### src/rtl/tomasula_types.sv
// Shared types for the out-of-order core: common data bus record and
// machine-wide sizing constants.
package tomasula_types;

   localparam int NUM_CDB_REQ = 4;
   localparam int ROB_DEPTH   = 8;
   localparam int CDB_TAG_W   = $clog2(ROB_DEPTH);
   localparam int CDB_DATA_W  = 32;

   // One broadcast on the common data bus
   typedef struct packed {
      logic                  valid;
      logic [CDB_TAG_W-1:0]  tag;
      logic [CDB_DATA_W-1:0] data;
   } cdb_t;

endpackage

### src/rtl/cdb_arbiter_rr_picker.sv
// rr_picker: combinational round-robin search. Starting at ptr and moving
// upward with wrap, the first asserted request wins; grant is at most one-hot.
module rr_picker #(
   parameter  int N  = 4,
   localparam int PW = (N > 1) ? $clog2(N) : 1
) (
   input  logic [N-1:0]  req,
   input  logic [PW-1:0] ptr,
   output logic [N-1:0]  grant
);

   int            idx;
   logic [PW-1:0] idx_w;
   logic          found;

   // Walk N positions from ptr, folding the index back into range
   always_comb begin
      grant = '0;
      found = 1'b0;
      idx   = 0;
      idx_w = '0;
      for (int i = 0; i < N; i++) begin
         idx = int'(ptr) + i;
         if (idx >= N) idx = idx - N;
         idx_w = PW'(idx);
         if (!found && req[idx_w]) begin
            grant[idx_w] = 1'b1;
            found        = 1'b1;
         end
      end
   end

endmodule

### src/rtl/cdb_arbiter.sv
// cdb_arbiter: picks one completed functional-unit result per cycle and
// broadcasts it on the common data bus one cycle later, with a one-hot
// valid-set decode for the ROB. A branch mispredict blocks new grants but
// lets an already registered broadcast go out.
// Optional: define CDB_ARB_BR_PRIO_EN to give requester 0 (branch unit)
// absolute priority; such grants leave the round-robin pointer untouched.
module cdb_arbiter #(
   parameter  int NUM_REQ   = tomasula_types::NUM_CDB_REQ,
   parameter  int ROB_DEPTH = tomasula_types::ROB_DEPTH,
   parameter  int DATA_W    = tomasula_types::CDB_DATA_W,
   localparam int TAG_W     = $clog2(ROB_DEPTH),
   localparam int PW        = (NUM_REQ > 1) ? $clog2(NUM_REQ) : 1
) (
   input  logic                            clk,
   input  logic                            rst,
   input  logic [NUM_REQ-1:0]              req,
   input  logic [NUM_REQ-1:0][TAG_W-1:0]   req_tag,
   input  logic [NUM_REQ-1:0][DATA_W-1:0]  req_data,
   output logic [NUM_REQ-1:0]              gnt,
   input  logic                            branch_mispredict,
   output logic                            cdb_valid,
   output logic [TAG_W-1:0]                cdb_tag,
   output logic [DATA_W-1:0]               cdb_data,
   output logic                            set_rob_valid [ROB_DEPTH]
);

   import tomasula_types::*;

   // The bus record uses the package widths; the parameters are expected
   // to match the machine-wide constants.
   logic [PW-1:0]      ptr_q, ptr_d;
   cdb_t               bcast_q, bcast_d;
   logic [NUM_REQ-1:0] rr_gnt, gnt_raw;
   logic               prio_win;
   logic [PW-1:0]      win_idx;
   logic               any_gnt;

   rr_picker #(.N(NUM_REQ)) u_pick (
      .req   (req),
      .ptr   (ptr_q),
      .grant (rr_gnt)
   );

   // Final grant: optional branch override, then squash on flush or reset
   always_comb begin
      prio_win = 1'b0;
      gnt_raw  = rr_gnt;
`ifdef CDB_ARB_BR_PRIO_EN
      if (req[0]) begin
         prio_win = 1'b1;
         gnt_raw  = NUM_REQ'(1);
      end
`endif
      gnt = (rst || branch_mispredict) ? '0 : gnt_raw;
   end

   // Encode the one-hot grant into an index for muxing and pointer update
   always_comb begin
      win_idx = '0;
      for (int i = 0; i < NUM_REQ; i++)
         if (gnt[i]) win_idx = PW'(i);
   end

   assign any_gnt = |gnt;

   // Next broadcast and pointer; tag/data hold when nothing is granted
   always_comb begin
      ptr_d         = ptr_q;
      bcast_d       = bcast_q;
      bcast_d.valid = any_gnt;
      if (any_gnt) begin
         bcast_d.tag  = req_tag[win_idx];
         bcast_d.data = req_data[win_idx];
         if (!prio_win)
            ptr_d = (win_idx == PW'(NUM_REQ - 1)) ? '0 : win_idx + PW'(1);
      end
   end

   // State registers; reset also drops a grant made in the reset cycle
   always_ff @(posedge clk) begin
      if (rst) begin
         ptr_q   <= '0;
         bcast_q <= '0;
      end else begin
         ptr_q   <= ptr_d;
         bcast_q <= bcast_d;
      end
   end

   assign cdb_valid = bcast_q.valid;
   assign cdb_tag   = bcast_q.tag;
   assign cdb_data  = bcast_q.data;

   // ROB valid-set decode straight off the registered broadcast
   always_comb begin
      for (int k = 0; k < ROB_DEPTH; k++)
         set_rob_valid[k] = bcast_q.valid && (bcast_q.tag == TAG_W'(k));
   end

endmodule

### config.mk
export PLATFORM = sky130hd
export DESIGN_NAME = cdb_arbiter
export DESIGN_NICKNAME = d
export VERILOG_FILES = /design/src/rtl/tomasula_types.sv /design/src/rtl/cdb_arbiter_rr_picker.sv /design/src/rtl/cdb_arbiter.sv
export SDC_FILE = /design/constraint.sdc
export NUM_CORES = 1
export LEC_CHECK = 0
export CORE_UTILIZATION = 42
export CTS_BUF_LIST = sky130_fd_sc_hd__clkbuf_8
export DETAILED_ROUTE_END_ITERATION = 10
export PLACE_DENSITY = 0.87
export SLEW_MARGIN = 10
export SYNTH_ARGS = -nofsm -noshare
export SYNTH_HDL_FRONTEND = slang
export SYNTH_SLANG_ARGS = --single-unit
### constraint.sdc
create_clock -name clk -period 5.7 [get_ports clk]
set_clock_uncertainty 0.1 [all_clocks]
set_input_delay 0.57 -clock clk [delete_from_list [all_inputs] [get_ports clk]]
set_output_delay 0.57 -clock clk [all_outputs]
set_load 0.1 [all_outputs]
-- After elaboration in Yosys (flattened, before gate mapping)
Index checks and enable logic that the tools add are counted.
- flip-flop bits (word level): 38
- input bits: 147
- output and inout port bits: 48
- word-level logic and storage cells: 93
- add/subtract/negate cells: 8
- order comparisons: 13
- equal/unequal tests: 8
- muxes and demuxes: 36
- bitwise operators: 3
- reductions and logical operators: 21
- operator list (cell ; number):
    binary-select mux 32 bit (select 2 bit) ; 1
    2-to-1 mux 32 bit ; 1
    2-to-1 mux 4 bit ; 5
    logical AND 1 bit ; 15
    less-than comparator 2 x 3 -> 1 bit, second input constant ; 5
    2-to-1 mux 2 bit ; 7
    == test 3 bit, second input constant ; 4
    2-to-1 mux 1 bit ; 12
    bitwise OR 4 bit ; 3
    >= comparator 3 bit, second input constant ; 3
    binary-select mux 1 bit (select 2 bit) ; 4
    demux 1 bit (select 2 bit) ; 4
    >= comparator 2 x 1 -> 1 bit, second input constant ; 4
    subtractor 2 x 1 -> 2 bit, second input constant ; 4
    adder 2 x 2 -> 3 bit, second input constant ; 2
    binary-select mux 3 bit (select 2 bit) ; 1
    == test 3 x 2 -> 1 bit, second input constant ; 2
    OR reduction 4 bit ; 1
    adder 2 x 1 -> 3 bit, second input constant ; 1
    == test 3 x 1 -> 1 bit, second input constant ; 1
    >= comparator 2 x 3 -> 1 bit, second input constant ; 1
    zero test 1 bit ; 3
    zero test 3 bit ; 1
    2-to-1 mux 3 bit ; 1
    other kinds (3) ; 3

-- Logic depth before layout (Yosys ltp)
Gate-level depths: netlist (run 1).
- depth in word-level cells: 20
- mapped depth: 14
- depth with buffers taken out: 10

-- Cells and area by module
From an unflattened synthesis (run 1), not the netlist that was laid out.
- cell total of the unflattened synthesis: 348
- area total of the unflattened synthesis: 3165.5 um^2
- modules (own cells, without submodules) (module ; times used ; cells an instance ; area an instance (um^2) ; sequential area each (um^2)):
    cdb_arbiter ; 1 ; 318 ; 2862.7 ; 760.7
    rr_picker ; 1 ; 30 ; 302.8 ; 0.0

-- Worst setup path before layout (run 1)
No wires, ideal clock.
- kind: register to output
- start: register ptr_q[0]
- end: output gnt[2]
- data arrival time: 4.033 ns
- required time: 5.030 ns
- slack: 0.997 ns
- cell stages (with the launch flop): 10
- path buffers: 2
- cell sequence: dfxtp_1 > buf_2 > inv_1 > ha_1 > buf_2 > or3b_1 > a21oi_1 > o21ai_0 > and3_1 > nor3_1
- word-level cells in the longest chain between the ends: 15
- elaborated cells between the ends (all ways): 60
- those cells by class: add/sub: 7; order compare: 12; mux: 28; bitwise: 3; reduce/logical: 10
- ends and longest elaborated chain (item ; RTL line ; source):
    start: declaration ; cdb_arbiter.sv:31 ; logic [PW-1:0] ptr_q, ptr_d;
    start signal: assignment ; cdb_arbiter.sv:85 ; ptr_q <= ptr_d;
    branches (longest 13 deep; another with adder 2 x 1 -> 3 bit) ; - ;
    2-to-1 mux 4 bit (*) ; cdb_arbiter_rr_picker.sv:26 ; if (!found && req[idx_w]) begin
    2-to-1 mux 4 bit (*) ; cdb_arbiter.sv:54 ; gnt = (rst || branch_mispredict) ? '0 : gnt_raw;
    end: declaration ; cdb_arbiter.sv:19 ; output logic [NUM_REQ-1:0] gnt,
Every way passes the cells marked *. The select of a mux whose other input is x is not followed.

-- Final worst setup path (run 1)
- start: register ptr_q[0]
- end: output gnt[3]
Same word-level chain as after synthesis.

==> results by group, run 1 <==
Status
  – Status: complete, no violations

Worst setup path
  – Critical path class: flop to primary output
  – Max Fanout on Critical Path: 12
  – Critical path startpoint category: flop
  – Arrival @ worst endpoint: 3990 ps
  – Element type at the critical path end: primary output
  – Worst path required time: a little over 5000 ps

Finish
  – Final Cell Area: roughly 5300 µm²
  – Net count reported at finish: 653
  – Area Overhead vs Synth: 61.5%
  – Antenna Cells: 0
  – Share of cells above drive strength 1: between 10% and 20%

Global route
  – Gr ovfl total: 0
  – GRT met3 Usage: between 4 and 5%
  – Met1 Use GR: between 20% and 30%
  – Global-route wire length before repair: 16400 µm
  – Vias in the first global route: roughly 3400
  – Largest net degree at the start of global routing: 71
  – Antenna violations before repair: 0
  – Gr busiest metal: met2
  – GRT met2 Usage: ~45%
  – Gr usage total: 24.4%

Power and ir drop
  – Total power: around 0.0031 W
  – Max VDD drop: 0.272 mV
  – Pwr/cell area: 586 nW/µm²
  – Leak: 2.32 nW

STA
  – Slew @ Worst Pin: between 1000 and 1500 ps
  – Fin crit period: about 4700 ps
  – Fmax: approximately 0.21 GHz
  – Tcrit/Tclk final: between 80 and 90%
  – Final setup fails: 0
  – RSZ-0062 raised after global routing: false
  – Sum of negative setup slack: 0 ps
  – Slew Viols, Final: 0
  – Slew margin rel.: roughly 26%
  – Final Hold Fails: 0

Drt
  – Via density per instance: 5.49
  – Vias post-DR: approximately 3300
  – DRC errors left: 0
  – Wire per inst: roughly 17 µm
  – Drt pass-1 iters: 4
  – DRT iter0 DRCs: ~100
  – ANT nets after route: 0
  – WL final: roughly 9900 µm

Min path
  – Min-delay worst type: flop to flop

Clocking
  – TritonCTS clock tree: done
  – Later-pin clock latency in the skew report: approximately 280 ps
  – Clock Sinks: 38
  – Hold Buf Count CTS: 0
  – CTS root buffer: clkbuf_8
  – Post-CTS resize count: 0
  – Postcts setup bufs: 0
  – Clk pin slew, worst setup/hold paths: approximately 80 ps
  – Number of CTS-inserted buffers: 5
  – H-tree levels: 2
  – Deepest clock path buffer count: 2

Floorplan
  – Core Box Area: about 7400 µm²
  – Initial Util: roughly 44%
  – Die area: slightly above 8000 µm²
  – Io pins: around 200
  – Row cnt: 31
  – Die X: roughly 90 µm
  – Die height: 90.1 µm

Logic synthesis
  – Post-synth top area cell: dfxtp_1
  – Synth area leaders: dfxtp_1 23%, o221ai_2 13%, mux2i_1 11%
  – Synth warn: 0
  – Cell count after synthesis: approximately 330
  – Post-synthesis sequential area ratio: 23.3%
  – Synthesized area per cell: between 9 and 10 µm²
  – Post-synthesis cell type count: 40
  – Synthesized flop and latch total: 38
  – Synthesized area: 3260 µm²
  – Top-area cell type share of the netlist area: between 20% and 30%
  – Synth Net Count: slightly below 500

Run
  – Max cap viols: 0

Place
  – GP Congestion: ~0.85
  – DP HPWL: ~7300 µm
  – Number of port buffers: 194
  – Post-DP Area: 5130 µm²
through the flow:
stage	utilization, %	setup WS (ps)	instances	hold slack (ps)
finish	71.5	1040	598	394
detailed placement	69.7	1350	590	379
global route	71.5	778	598	426
global placement	69.7	1410	590	378
CTS	71.5	1040	598	394
floorplan	-	997	328	565
sequential cells by signal, indices dropped and copies added (netlist names):
| name | cells |
|---|---|
| cdb_tag | 3 |
| cdb_valid | 1 |
| cdb_data | 32 |
| ptr_q | 2 |
synth_stat cells, drive strengths merged:
master  count
nor4bb      1
nor2       47
a21oi       3
nand2b      3
inv         5
a22o        2
nor3       40
a211oi      1
clkbuf     12
dfxtp      38
and3        1
nor2b       4
mux4        3
buf        22
o211a      35
o21ai       6
nand2       7
and2        1
o221ai     35
mux2i      37
nor4        2
a311oi      2
nand3       2
ha          8
nand3b      5
or3b        2
a22oi       1
o21a        2
nor3b       1
worst max-delay path, stage by stage (launching register included):
cell	delay (ps)
dfxtp_1	590
inv_1	210
ha_1	440
or3b_1	370
a21oi_1	250
o21ai_1	140
a311oi_2	470
clkdlybuf4s50_1	1230
cell usage in the layout, fill, tap and decap left out, types with 3 or more instances in the layout:
cell             count
nor3_1              11
o21ai_0              4
clkbuf_8             5
inv_1                5
nor3_2              29
nand3b_1             4
nand2_1              7
mux2i_1             37
nor2_1              47
o211a_1             35
dfxtp_1             38
o221ai_1             6
mux4_2               3
nand2b_1             3
clkdlybuf4s50_1    193
nor2b_1              4
ha_1                 8
o221ai_2            29
power breakdown:
group,leakage (nW),internal [W],switching (W)
Combinational,1.94,0.000704,0.00162
Sequential,0.313,0.000397,0.0000899
Clock,0.0683,0.000175,0.000102
layout make-up:
| type | instances | area (µm²) |
|---|---|---|
| inverters | 5 | 18.8 |
| clock inverters | 3 | 68.8 |
| clock buffers | 5 | 68.8 |
| flip-flops and latches | 38 | 761 |
| fillers | 572 | 2100 |
| multi-input cells | 251 | 2250 |
| repair buffers | 197 | 1980 |
| well taps | 99 | 124 |
per-layer routing:
layer / vias up / part of all wire (%) / wire length, µm
met1: 1532 / 40 / 4010
met2: 133 / 50 / 5010
met4: 0 / 2.4 / 235
li1: 1600 / - / -
met5: - / 0 / 0
met3: 19 / 6.8 / 672
worst paths after layout:
path	cells after the start	to	slack, ps	from
hold reg to reg	2	cdb_data[22]	390	cdb_data[22]
hold / removal	2	cdb_data[22]	390	cdb_data[22]
setup reg to reg	10	cdb_data[21]	1530	ptr_q[0]
setup / recovery	7	gnt[3]	1040	ptr_q[0]
cell families (layout without fill, tap and decap cells):
| kind of cell | after synthesis | in the layout | synth area share (%) |
|---|---|---|---|
| AO/OA/AOI/OAI | 87 | 87 | 30.3 |
| adder cells (fa/ha/maj) | 8 | 8 | 3.07 |
| buffers and inverters | 39 | 210 | 8.13 |
| flip-flops | 38 | 38 | 23.3 |
| multiplexers | 40 | 40 | 13.4 |
| AND/OR/NAND/NOR | 116 | 116 | 21.8 |
No activity file was read; power rests on OpenSTA's default activity.
==> run 2: changes to the inputs <==
- CORE_UTILIZATION: 42 -> 39
- PLACE_DENSITY: 0.87 -> 0.81
- clock period: 5.7 -> 4.36 ns (I/O delays scaled with it)
==> run 2 against run 1 <==
- flip-flop and latch count unchanged
- die area up 7.5%
- via count grew 1.1%
- combinational power rose by 32%
- largest power group unchanged
- register-to-register slack got worse by 970 ps
- sequential share of layout area is 0.072 points lower
- first-iteration DRC count fell by 15%
- critical path depth is 4 higher
- worst setup slack worse by 480 ps
- routed wire length increased by 6.0%
- critical path type is now flop to flop
- clock power fell by 5%
- design area is 0.50% higher
==> results by group, run 2 (synthesized netlist as in run 1, its figures left out) <==
Status
  – Status: complete, no violations (unchanged)

Worst setup path
  – Max Fanout on Critical Path: 16 (was 12)
  – CP endpoint: cdb_data[27] (was gnt[3])
  – Critical path class: flop to flop (was flop to primary output)
  – Element type at the critical path end: flop (was primary output)
  – R2R Path End: cdb_data[27] (was cdb_data[21])
  – Arrival @ worst endpoint: 3920 ps (was 3990 ps)
  – Worst path required time: 4480 ps (was 5030 ps)
  – Worst Setup SP: ptr_q[0] (unchanged)
  – R2r worst-path depth: 11 (was 10)
  – Worst R2R Start: ptr_q[0] (unchanged)
  – Flop2flop setup slack: 560 ps (was 1530 ps)
  – Critical path startpoint category: flop (unchanged)

STA
  – Sum of negative setup slack: 0 ps (unchanged)
  – Final Hold Fails: 0 (unchanged)
  – Slew Viols, Final: 0 (unchanged)
  – Fmax: between 0.2 and 0.3 GHz
  – Fin crit period: between 3000 and 4000 ps
  – Fin Hold WS: 393 ps (was 394 ps)
  – Slew @ Worst Pin: 1030 ps (was 1120 ps)
  – Tcrit/Tclk final: roughly 87%
  – Final setup fails: 0 (unchanged)
  – Slew margin rel.: 31.2% (was 25.6%)
  – RSZ-0062 raised after global routing: false (unchanged)

Clocking
  – TritonCTS clock tree: done (unchanged)
  – Post-CTS resize count: 0 (unchanged)
  – Later-pin clock latency in the skew report: 290 ps (was 280 ps)
  – CTS root buffer: clkbuf_8 (unchanged)
  – Deepest clock path buffer count: 2 (unchanged)
  – Clock Sinks: 38 (unchanged)
  – Number of CTS-inserted buffers: 5 (unchanged)
  – Postcts setup bufs: 0 (unchanged)
  – Clk pin slew, worst setup/hold paths: 80 ps (about the same)
  – H-tree levels: 2 (unchanged)
  – Hold Buf Count CTS: 0 (unchanged)

Drt
  – ANT nets after route: 0 (unchanged)
  – Drt pass-1 iters: 4 (unchanged)
  – WL final: 10500 µm (was 9930 µm)
  – Wire per inst: 17.3 µm (was 16.6 µm)
  – Vias post-DR: 3319 (was 3284)
  – Via density per instance: 5.47 (was 5.49)
  – DRC errors left: 0 (unchanged)
  – DRT iter0 DRCs: 86 (was 101)

Power and ir drop
  – Logic pwr share: 77.2% (was 75.3%)
  – Seq pwr share: 16.2% (was 15.8%)
  – Clock share of power: 6.6% (was 9.0%)
  – P_int: 0.00159 W (was 0.00128 W)
  – Sw frac: 60.0% (was 58.7%)
  – Leak: 2.34 nW (was 2.32 nW)
  – Pwr/cell area: 751 nW/µm² (was 586 nW/µm²)
  – Max VDD drop: 0.393 mV (was 0.272 mV)
  – Sw Pwr: 0.00239 W (was 0.00181 W)

Min path
  – Hold path start: cdb_data[19] (was cdb_data[22])
  – Min-delay worst type: flop to flop (unchanged)

Finish
  – Share of cells above drive strength 1: 17.8% (was 15.8%)
  – Commonest non-fill, non-tap cell in the layout: clkdlybuf4s50_1 (unchanged)
  – Commonest non-fill, non-tap cells in the layout: 189 x clkdlybuf4s50_1, 47 x nor2_1, 38 x dfxtp_1 (was 193 x clkdlybuf4s50_1, 47 x nor2_1, 38 x dfxtp_1)
  – Area Overhead vs Synth: 62.3% (was 61.5%)
  – Net count reported at finish: 659 (was 653)
  – Max FFs per register: 32 (unchanged)
  – Antenna Cells: 0 (unchanged)

Place
  – DP HPWL: 7940 µm (was 7290 µm)
  – GP Congestion: 0.865 (was 0.851)
  – Number of port buffers: 194 (unchanged)

Floorplan
  – Io pins: 195 (unchanged)
  – Die area: 8740 µm² (was 8130 µm²)
  – Core Box Area: 7930 µm² (was 7370 µm²)
  – Row cnt: 32 (was 31)
  – Initial Util: 41.2% (was 44.3%)
  – Die X: 93.5 µm (was 90.1 µm)
  – Die height: 93.5 µm (was 90.1 µm)

Global route
  – Antenna violations before repair: 0 (unchanged)
  – Gr usage total: 23.6% (was 24.4%)
  – Largest net degree at the start of global routing: 58 (was 71)
  – Gr ovfl total: 0 (unchanged)
  – Vias in the first global route: 3381 (was 3375)
  – Global-route wire length before repair: 16400 µm (about the same)

Run
  – Max cap viols: 0 (unchanged)
run 2: cell types whose count changed in the layout (fill, tap and decap cells not counted), moves of 2 or more:
cell / previous run / this run
buf_12: 2 / 4
clkdlybuf4s50_1: 193 / 189
buf_4: 1 / 9
bufinv_16: 2 / 0
run 2: how the worst min path moves through the flow:
stage,cells after the start,end,slack [ps]
floorplan,2,ptr_q[1],560
global placement,2,cdb_data[24],380
detailed placement,2,cdb_data[19],380
CTS,2,cdb_data[19],390
global route,2,cdb_data[19],420
finish,2,cdb_data[19],390
run 2: power groups by stage:
stage          registers [W]  logic [W]  clock network, W
6_report            0.000642    0.00307          0.000264
5_1_grt             0.000668    0.00322          0.000289
4_1_cts             0.000642    0.00308          0.000275
3_3_place_gp        0.000642    0.00303                 0
3_5_place_dp        0.000648    0.00308                 0
2_1_floorplan        0.00178    0.00126                 0
run 2: layout make-up:
type	count	area, µm²
Clock buffer	6	82.6
Clock inverter	2	12.5
Fill cell	640	2630
Inverter	5	18.8
Multi-Input combinational cell	251	2250
Sequential cell	38	761
Tap cell	102	128
Timing Repair Buffer	203	2040
run 2: critical path: stages (launching register included):
cell	delay (ps)
dfxtp_1	580
inv_1	210
ha_1	440
or3b_1	380
a21oi_1	240
o21ai_0	170
a311oi_4	370
and2_2	530
buf_4	280
o221ai_2	110
o211a_1	150
nor3_2	140
run 2: per-layer routing:
metal / part of all wire, % / global-route usage (%) / vias up
li1: - / - / 1613
met1: 41 / 28.0 / 1560
met2: 50 / 42.9 / 136
met3: 7.2 / 5.37 / 10
met4: 1.2 / 5.51 / 0
met5: 0 / 0 / -
run 2: per-stage QoR:
step / worst slack, ps / cells / instance area (µm²) / util (%) / power [W]
final: 562 / 607 / 5300 / 66.8 / 0.00398
after floorplan: 141 / 328 / 3270 / - / 0.00304
after CTS: 598 / 607 / 5300 / 66.8 / 0.00400
after global routing: 306 / 607 / 5300 / 66.8 / 0.00418
after detailed placement: 632 / 599 / 5200 / 65.6 / 0.00372
after global placement: 775 / 599 / 5200 / 65.6 / 0.00367
==> run 3: changes to the inputs <==
- CORE_MARGIN: unset -> 8
- SETUP_SLACK_MARGIN: unset -> 0.5
==> run 3 against run 2 <==
- maximum frequency is 5.2% higher
- utilization shrank 1.0 points
- sequential power barely moved
- critical path type unchanged
- largest cell class unchanged
==> results by group, run 3 (synthesized netlist as in run 1, its figures left out) <==
Status
  – Status: complete, no violations (unchanged)

Drt
  – WL final: 11700 µm (was 10500 µm)
  – Wire per inst: 19.0 µm (was 17.3 µm)
  – DRC errors left: 0 (unchanged)
  – Via density per instance: 5.36 (was 5.47)
  – Drt pass-1 iters: 4 (unchanged)
  – Vias post-DR: 3288 (was 3319)
  – DRT iter0 DRCs: 106 (was 86)
  – ANT nets after route: 0 (unchanged)

Floorplan
  – Io pins: 195 (unchanged)
  – Die height: 107 µm (was 93.5 µm)
  – Row cnt: 33 (was 32)
  – Die area: 11500 µm² (was 8740 µm²)
  – Die X: 107 µm (was 93.5 µm)
  – Core Box Area: 8180 µm² (was 7930 µm²)
  – Initial Util: 39.9% (was 41.2%)

Global route
  – Antenna violations before repair: 0 (unchanged)
  – Largest net degree at the start of global routing: 71 (was 58)
  – Gr usage total: 18.9% (was 23.6%)
  – Gr ovfl total: 0 (unchanged)
  – Global-route wire length before repair: 17700 µm (was 16400 µm)
  – Vias in the first global route: 3378 (was 3381)

STA
  – Slew @ Worst Pin: 1020 ps (was 1030 ps)
  – Slew Viols, Final: 0 (unchanged)
  – Fmax: 0.277 GHz (was 0.263 GHz)
  – Fin crit period: 3610 ps (was 3800 ps)
  – Final setup fails: 0 (unchanged)
  – Slew margin rel.: 31.9% (was 31.2%)
  – Sum of negative setup slack: 0 ps (unchanged)
  – Tcrit/Tclk final: 82.8% (was 87.1%)
  – Final Hold Fails: 0 (unchanged)
  – RSZ-0062 raised after global routing: false (unchanged)
  – Final setup margin: 749 ps (was 562 ps)

Finish
  – Net count reported at finish: 663 (was 659)
  – Share of cells above drive strength 1: 18.9% (was 17.8%)
  – Area Overhead vs Synth: 64.8% (was 62.3%)
  – Commonest non-fill, non-tap cell in the layout: clkdlybuf4s50_1 (unchanged)
  – Commonest non-fill, non-tap cells in the layout: 189 x clkdlybuf4s50_1, 47 x nor2_1, 37 x mux2i_1, 37 x dfxtp_1, 35 x o211a_1 (was 189 x clkdlybuf4s50_1, 47 x nor2_1, 38 x dfxtp_1)
  – Post-layout util: 65.8% (was 66.8%)
  – Antenna Cells: 0 (unchanged)
  – Max FFs per register: 32 (unchanged)
  – # fillers: 672 (was 640)

Power and ir drop
  – Logic pwr share: 77.6% (was 77.2%)
  – Max VDD drop: 0.414 mV (was 0.393 mV)
  – Sw Pwr: 0.00238 W (was 0.00239 W)
  – Seq pwr share: 16.0% (was 16.2%)
  – Sw frac: 59.5% (was 60.0%)
  – Clock share of power: 6.4% (was 6.6%)
  – Total power: 0.00401 W (was 0.00398 W)
  – Pwr/cell area: 745 nW/µm² (was 751 nW/µm²)
  – P_int: 0.00162 W (was 0.00159 W)
  – Leak: 2.38 nW (was 2.34 nW)

Clocking
  – Later-pin clock latency in the skew report: 280 ps (was 290 ps)
  – H-tree levels: 2 (unchanged)
  – TritonCTS clock tree: done (unchanged)
  – Clock Sinks: 38 (unchanged)
  – Hold Buf Count CTS: 0 (unchanged)
  – Clk pin slew, worst setup/hold paths: 80 ps (about the same)
  – Deepest clock path buffer count: 2 (unchanged)
  – Number of CTS-inserted buffers: 5 (unchanged)
  – CTS root buffer: clkbuf_8 (unchanged)

Worst setup path
  – Flop2flop setup slack: 750 ps (was 560 ps)
  – R2R Path End: cdb_data[26] (was cdb_data[27])
  – CP endpoint: cdb_data[26] (was cdb_data[27])
  – R2r worst-path depth: 10 (was 11)
  – Max Fanout on Critical Path: 62 (was 16)
  – Critical path class: flop to flop (unchanged)
  – Critical path startpoint category: flop (unchanged)
  – Worst R2R Start: ptr_q[1] (was ptr_q[0])
  – Worst path required time: 4430 ps (was 4480 ps)
  – Element type at the critical path end: flop (unchanged)
  – Arrival @ worst endpoint: 3680 ps (was 3920 ps)
  – Worst Setup SP: ptr_q[1] (was ptr_q[0])

Run
  – Max cap viols: 0 (unchanged)

Place
  – DP HPWL: 9110 µm (was 7940 µm)
  – GP Congestion: 0.840 (was 0.865)
  – Number of port buffers: 194 (unchanged)
  – Post-Place Setup Slack: 471 ps (was 632 ps)

Min path
  – Hold path start: cdb_data[20] (was cdb_data[19])
  – Min-delay worst type: flop to flop (unchanged)
==> run 3: what timing repair did <==
action | CTS | global route
buffers inserted | 0 | 6
pin swaps | 0 | 2
endpoints found under the setup margin | 2 | 35
resized for setup | 1 | 2
hold endpoints to repair | 0 | 0
==> run 3: layout make-up <==
class | count | area [µm²] | share of cell area [%]
multi-input cells | 251 | 2270 | 42.2
repair buffers | 207 | 2100 | 39.1
flip-flops and latches | 38 | 762 | 14.2
well taps | 105 | 131 | 2.44
clock buffers | 6 | 82.6 | 1.54
inverters | 5 | 18.8 | 0.349
clock inverters | 2 | 12.5 | 0.233
==> run 3: stage by stage <==
stage	hold WS, ps	cells	area (µm²)
after floorplan	565	328	3290
after global placement	376	600	5210
after detailed placement	387	600	5210
after CTS	399	608	5300
after global routing	417	614	5380
final	400	614	5380
==> run 3: power groups by stage <==
stage | logic, W | clock network (W) | registers, W
3_3_place_gp | 0.00304 | 0 | 0.000641
5_1_grt | 0.00326 | 0.000282 | 0.000667
3_5_place_dp | 0.00308 | 0 | 0.000647
4_1_cts | 0.00308 | 0.000264 | 0.000641
2_1_floorplan | 0.00127 | 0 | 0.00178
6_report | 0.00311 | 0.000257 | 0.000642
==> run 3: metal layers <==
layer	GRT usage (%)	part of all wire, %	up-vias
met5	0	0	-
met4	4.86	1.4	0
met3	6.47	8.5	11
met2	34.7	51	120
met1	20.1	39	1537
li1	-	-	1620
==> run 3: worst max-delay path, stage by stage (launching register included) <==
cell and delay (ps):
dfxtp_1 510, inv_1 190, ha_1 460, nor4bb_1 370
a22o_1 240, o21ai_1 120, a311oi_4 410, nand3b_1 460
buf_12 320, o211a_1 220, nor3_2 50
==> run 3: worst min path at each step <==
stage | end | cells past startpoint | slack (ps)
floorplan | ptr_q[1] | 2 | 560
CTS | cdb_data[22] | 2 | 400
global placement | cdb_data[22] | 2 | 380
finish | cdb_data[20] | 2 | 400
detailed placement | cdb_data[22] | 2 | 390
global route | cdb_data[20] | 2 | 420
